--- src/rtl/reg_file_param.sv ---
// Parameterised register bank: two async read ports, one sync write port, reset sweep
// that clears one entry per cycle, optional zero register, bypass and registered outputs.
`timescale 1ns/1ps
module reg_file_param #(
  parameter int DATA_W   = 32,
  parameter int ADDR_W   = 5,
  parameter int DEPTH    = 32,
  parameter int ZERO_REG = 1,
  parameter int BYPASS   = 1,
  parameter int OUT_REG  = 0
) (
  input  logic              clk,
  input  logic              rst,
  input  logic [ADDR_W-1:0] RA1,
  input  logic [ADDR_W-1:0] RA2,
  input  logic [ADDR_W-1:0] WA,
  input  logic [DATA_W-1:0] Din,
  input  logic              RegWrite,
  output logic [DATA_W-1:0] DR1,
  output logic [DATA_W-1:0] DR2,
  output logic              busy,
  output logic              wr_err
);

  localparam int              IDX_W   = (DEPTH > 1) ? $clog2(DEPTH) : 1;
  localparam logic [ADDR_W:0] DEPTH_X = (ADDR_W+1)'(DEPTH);
  localparam logic [ADDR_W-1:0] LAST  = ADDR_W'(DEPTH - 1);

  localparam logic [0:0] CLEAR = 1'b0;
  localparam logic [0:0] RUN   = 1'b1;

  logic [DATA_W-1:0] mem [DEPTH];
  logic [0:0]        state;
  logic [ADDR_W-1:0] cnt;
  logic              wr_ok;
  logic              mem_we;
  logic [IDX_W-1:0]  mem_wa;
  logic [DATA_W-1:0] mem_wd;
  logic [DATA_W-1:0] dr1_p0;
  logic [DATA_W-1:0] dr2_p0;

  // An address is usable when it maps to a real entry that is not the hardwired zero.
  function automatic logic addr_ok(input logic [ADDR_W-1:0] a);
    return ({1'b0, a} < DEPTH_X) && !((ZERO_REG != 0) && (a == '0));
  endfunction

  assign wr_ok = RegWrite && addr_ok(WA);

  // Single write port shared by the clear sweep and normal writes keeps the array RAM-shaped.
  always_comb begin
    mem_we = 1'b0;
    mem_wa = WA[IDX_W-1:0];
    mem_wd = Din;
    if (!rst) begin
      if (state == CLEAR) begin
        mem_we = 1'b1;
        mem_wa = cnt[IDX_W-1:0];
        mem_wd = '0;
      end else if (wr_ok) begin
        mem_we = 1'b1;
      end
    end
  end

  always_ff @(posedge clk) begin
    if (mem_we) mem[mem_wa] <= mem_wd;
  end

  always_ff @(posedge clk) begin
    if (rst) begin
      state  <= CLEAR;
      cnt    <= '0;
      busy   <= 1'b1;
      wr_err <= 1'b0;
    end else begin
      wr_err <= RegWrite && ((state == CLEAR) || !addr_ok(WA));
      if (state == CLEAR) begin
        cnt <= cnt + 1'b1;
        if (cnt == LAST) begin
          state <= RUN;
          busy  <= 1'b0;
        end
      end
    end
  end

  // Stage p0: combinational read with zero masking and optional write forwarding
  always_comb begin
    dr1_p0 = '0;
    dr2_p0 = '0;
    if (state == RUN) begin
      if (addr_ok(RA1))
        dr1_p0 = ((BYPASS != 0) && wr_ok && (WA == RA1)) ? Din : mem[RA1[IDX_W-1:0]];
      if (addr_ok(RA2))
        dr2_p0 = ((BYPASS != 0) && wr_ok && (WA == RA2)) ? Din : mem[RA2[IDX_W-1:0]];
    end
  end

  // Stage p1: optional output register, one cycle of read latency
  generate
    if (OUT_REG != 0) begin : g_oreg
      logic [DATA_W-1:0] dr1_p1;
      logic [DATA_W-1:0] dr2_p1;
      always_ff @(posedge clk) begin
        if (rst) begin
          dr1_p1 <= '0;
          dr2_p1 <= '0;
        end else begin
          dr1_p1 <= dr1_p0;
          dr2_p1 <= dr2_p0;
        end
      end
      assign DR1 = dr1_p1;
      assign DR2 = dr2_p1;
    end else begin : g_comb
      assign DR1 = dr1_p0;
      assign DR2 = dr2_p0;
    end
  endgenerate

endmodule

--- config.mk ---
export PLATFORM = sky130hd
export DESIGN_NAME = reg_file_param
export DESIGN_NICKNAME = d
export VERILOG_FILES = /design/src/rtl/reg_file_param.sv
export SDC_FILE = /design/constraint.sdc
export NUM_CORES = 1
export LEC_CHECK = 0
export ABC_CLOCK_PERIOD_IN_PS = 3100
export CAP_MARGIN = 20
export CORE_UTILIZATION = 40
export DETAILED_ROUTE_END_ITERATION = 7
export PLACE_DENSITY_LB_ADDON = 0.3
export SLEW_MARGIN = 30
export SYNTH_ARGS = -nofsm -noshare
export SYNTH_HDL_FRONTEND = slang
export SYNTH_SLANG_ARGS = --single-unit
--- constraint.sdc ---
create_clock -name clk -period 3.1 [get_ports clk]
set_input_delay 0.465 -clock clk [delete_from_list [all_inputs] [get_ports clk]]
set_output_delay 0.465 -clock clk [all_outputs]
set_load 0.03 [all_outputs]
Yosys cells after proc, flatten, opt, wreduce, memory -nomap -nowiden. Memory sizes are Yosys's and may differ from the RTL's. Cells that the tools add are included.

Mux-type cells: 17. Add/subtract/negate cells: 1. Bitwise operators: 1. Equality and inequality tests: 3. Reduce and logical (&&, ||, !) cells: 10.

Operators with widths (count): $mux W32 (8); $logic_not A5 Y1 (3); $eq A5 B5 Y1 (2); $mux W5 (2); $mux W1 (7); $add A5 B1 Y5 const B (1); $eq A5 B5 Y1 const B (1); $logic_and A1 B1 Y1 (4); $reduce_and A2 Y1 (1); $logic_not A1 Y1 (1); $logic_or A1 B1 Y1 (1); $not A1 Y1 (1).

Word-level logic and storage cells: 37. Output and inout bits: 66. Input port bits: 50. Register bits after elaboration: 8. RAM bits: 1024. Memories: 1.

Memory list: mem (depth 32, width 32, rd ports 2, clocked after memory_dff 0, wr ports 1, RTL line 32) `logic [DATA_W-1:0] mem [DEPTH];`.

Logic depth before layout (Yosys ltp).
Depth after elaboration: 8. Mapped depth: 9. Mapped depth without buffers: 5.

Least setup slack after synthesis. Ideal clock, no wire load.

Path kind: reg2reg. Start: register state. End: memory mem[24][0], enable pin. Arrival time: 2912 ps. Stages on the path, launching flop included: 7. Data required time: 2679 ps. Library setup time: 421 ps. Period minus slack after synthesis: 3333 ps. Path slack: -233 ps. Path buffers: 2. Path through: dfxtp_1 clkbuf_1 nor2_1 buf_2 mux2i_1 or3b_2 nor2_1.

Cells in the longest elaborated chain, start to end: 4. Elaborated cells between the ends (all ways): 6. Those cells by class: 6 x mux.

RTL lines: start: declaration (RTL line 33) `logic [0:0] state;`; start signal: assignment (RTL line 71) `state <= CLEAR;`; start signal: assignment (RTL line 80) `state <= RUN;`; $mux W1 (RTL line 55) `if (state == CLEAR) begin`; $mux W1 (RTL line 54) `if (!rst) begin`; $mux W1 (RTL line 66) `if (mem_we) mem[mem_wa] <= mem_wd;`; $mux W1 (implied by the code) (RTL line 66); end: declaration (RTL line 32).

Parallel ways exist; a longest one is shown, timed or not.

Worst setup path after layout.
Start: input port RA2[4]. End: output port DR2[12].

Cells in the longest elaborated chain, start to end: 5. Elaborated cells between the ends (all ways): 7. Those cells by class: 1 x eq/ne; 3 x mux; 2 x reduce/logical; 1 x memory.

RTL lines: start: declaration (RTL line 15) `input logic [ADDR_W-1:0] RA2,`; parallel branches: the longest is 3 deep, another holds $mem_v2 Z32 W32; $mux W32 * (RTL line 94) `if (addr_ok(RA2))`; $mux W32 * (RTL line 91) `if (state == RUN) begin`; end: declaration (RTL line 20) `output logic [DATA_W-1:0] DR2,`.

Every way passes the cells marked *.

==> key figures <==
Clock tree
  – CTS root buffer: clkbuf_16
  – CTS Buffer Depth: 3
  – Number of CTS-inserted buffers: 109
  – Sink Count: 1032
  – Post-CTS Hold Buffers: 0
  – Clk slew on worst S/H paths: 50 ps
  – CTS HTree Levels: 3
  – Clk_lat worst skew: 680 ps
  – CTS tree: built

Cells and area
  – Share of cells above drive strength 1: 45.5%
  – Non-filler instance count after layout: 4556
  – Layout area overhead: 24.6%
  – Leading cell type in the layout, fill and taps excluded: edfxtp_1
  – Nets: 2920
  – Commonest non-fill, non-tap cells in the layout: edfxtp_1 (1024), mux4_2 (512), buf_4 (325)
  – Final core occ: 50.5%
  – # fillers: 9392

Critical path
  – Critical setup path kind: in -> out
  – Max incr delay on CP: 410 ps
  – CP cell instances: buf_4, xnor2_1, nand3_1, o311ai_4, buf_12, buf_8, buf_16, buf_6, nor3_4, a221o_1, buf_6
  – Worst Path Arrival: 2690 ps
  – Worst path top cell family by delay: buffers and inverters
  – CP required: 2630 ps
  – Cell mode on critical path: buf_6
  – Worst path slowest cell: buf_4
  – Buf/Inv on CP: 6
  – Worst Path Max Fanout: 19
  – Worst setup SP type: input pin
  – Worst setup EP type: output port

Detailed routing
  – Metal2 WL: 75600 microns
  – Metal3 WL: 16700 microns
  – Via count: 29500
  – Number of remaining DRC errors: 0
  – DR vias/cell: 6.47
  – Top sig layer: met5
  – Routed Antenna Nets: 0
  – Drt wl/cell: 34.9 microns
  – DR iter-0 viols: 3652
  – Pre-antenna DRT Iters: 5
  – Met1 WL: 58100 microns
  – Post-detailed-routing wire length: 159000 microns

Logic synthesis
  – Synth Flop Type: edfxtp_1
  – Synth unique cells: 45
  – Post-Syn Nets: 2472
  – Gate Count Post-Synth: 2420
  – Number of flops mapped to enable cells by yosys: 1024
  – Syn avg cell area: 19.9 sq um
  – Synthesis Warnings: 0
  – Sequential fraction of the synthesis area: 64.2%
  – Synthesized area: 48100 sq um
  – Synth Register Bits: 1032
  – Asr flop ratio synth: 0%

Timing
  – Skew final: 15.1 ps
  – Fin crit share: 102%
  – Rel. slew slack: 57.3%
  – Setup WS post-layout: -53.2 ps
  – Unrepaired setup endpoints after global routing: yes
  – Max-slew violation count: 0
  – Hold Worst Slack: 346 ps
  – Final hold violation count: 0
  – Worst slew pin tran: 637 ps
  – Fin crit period: 3150 ps
  – Endpoints failing setup: 3
  – Peak Freq: 317 MHz

Placement
  – Final RePlAce weighted congestion: 0.884
  – Dpl cells: 4318
  – Final HPWL DP: 98100 microns
  – Port Buffers: 115
  – Place WS: -379 ps

Global route
  – Initial antenna violation count: 3
  – Vias in the first global route: 30000
  – First-pass GRT wire length: 223000 microns
  – Largest net degree at the start of global routing: 45
  – GR Overflow Total: 0
  – Total track usage: 25.8%

Run
  – Max cap viols: 0

Worst hold path
  – Worst Hold Class: in -> reg

Pwr
  – P_int: 24.2 mW
  – Peak supply drop: 0.501 mV
  – Sw Ratio: 23.0%
  – LEAKAGE: 19.5 nW
  – Power per cell area: 524 nW/um^2
  – Combinational power share: 10.0%
  – Sequential Power Share: 49.4%
  – Clock network fraction of total power: 40.6%
  – Sw power: 7.23 mW

Floorplanning
  – FP Rows: 126
  – Die ar.: 122000 sq um
  – Top Ports: 116
  – Core region area: 119000 sq um
  – Initial Utilization: 40.6%
  – Die Ht: 349 microns
  – Die width: 349 microns

Run status
  – Failing checks: setup timing
  – Outcome: finished, violations left
per-stage QoR:
stage	TNS, ps	area [sq um]	total power [mW]
2_1_floorplan	-88050	48200	17.4
3_3_place_gp	-15900	55000	18.7
3_5_place_dp	-17250	55000	18.8
4_1_cts	-93.2	59400	31.4
5_1_grt	-1020	60000	32.2
6_report	-88.8	60000	31.5
cell usage after synthesis, types with 2 or more instances:
library cell | number | area [sq um]
edfxtp_1 | 1024 | 30700
mux4_2 | 512 | 11500
nor2b_1 | 101 | 632
a211oi_1 | 99 | 743
clkbuf_1 | 87 | 327
buf_2 | 72 | 360
mux2i_1 | 72 | 721
a221o_1 | 64 | 641
o22ai_1 | 64 | 400
a22oi_1 | 60 | 450
nor2_1 | 45 | 169
nand2_1 | 44 | 165
a21oi_1 | 35 | 175
nor3_1 | 34 | 170
buf_1 | 17 | 63.8
buf_4 | 17 | 128
buf_6 | 11 | 124
xnor2_1 | 11 | 96.3
dfxtp_1 | 8 | 160
nand2b_1 | 8 | 50.1
nand3_1 | 5 | 25.0
or2_2 | 4 | 25.0
ha_1 | 2 | 25.0
mux2_2 | 2 | 22.5
nand4b_1 | 2 | 17.5
metal layers:
metal | vias to the layer above | track usage (%)
met5 | - | 0
met4 | 2 | 12.9
met3 | 394 | 6.13
met2 | 1895 | 41.0
met1 | 15700 | 33.3
li1 | 11500 | -
logic make-up after synthesis:
kind of cell,after synthesis,synth area share (%)
muxes,586,25.5
xor gates and xnor gates,12,0.218
DFF,1032,64.2
AOI/OAI and AO/OA,330,5.15
buffers and inverters,205,2.09
and+or+nand+nor,253,2.78
adders and majority gates,2,0.0520
final timing paths:
kind	start	endpoint	slack, ps	cells after the start
worst max register to register	state	mem[24][4]	520	5
worst max-delay path	RA2[4]	DR2[12]	-50	11
worst min-delay path	RegWrite	wr_err	350	2
worst min register to register	busy	busy	470	1
registers in the layout, indices dropped and copies added, names as in the netlist:
| register | cells |
|---|---|
| cnt | 5 |
| state | 1 |
| busy | 1 |
| wr_err | 1 |
| mem | 1024 |
what timing repair did:
| item | in CTS | in global routing |
|---|---|---|
| gates resized for setup | 159 | 63 |
| setup buffers | 23 | 13 |
| endpoints found under the setup margin | 64 | 53 |
| pin swaps | 38 | 30 |
| gates cloned | 6 | 5 |
power groups by stage:
stage	combinational (mW)	sequential (mW)	clock (mW)
after floorplan	1.59	15.8	0
after global placement	2.89	15.8	0
after detailed placement	2.91	15.8	0
after CTS	3.03	15.5	12.9
after global routing	3.25	15.6	13.4
final	3.13	15.5	12.8
layout make-up:
class | count | area (sq um) | area share (%)
Antenna cell | 1 | 2.50 | 0.00417
Sequential cell | 1032 | 30900 | 51.6
Tap cell | 1600 | 2000 | 3.34
Clock inverter | 62 | 557 | 0.929
Inverter | 1 | 3.75 | 0.00626
Timing Repair Buffer | 541 | 6260 | 10.4
Clock buffer | 136 | 2870 | 4.79
Multi-Input combinational cell | 1183 | 17400 | 28.9
(Power assumes the default switching activity.)
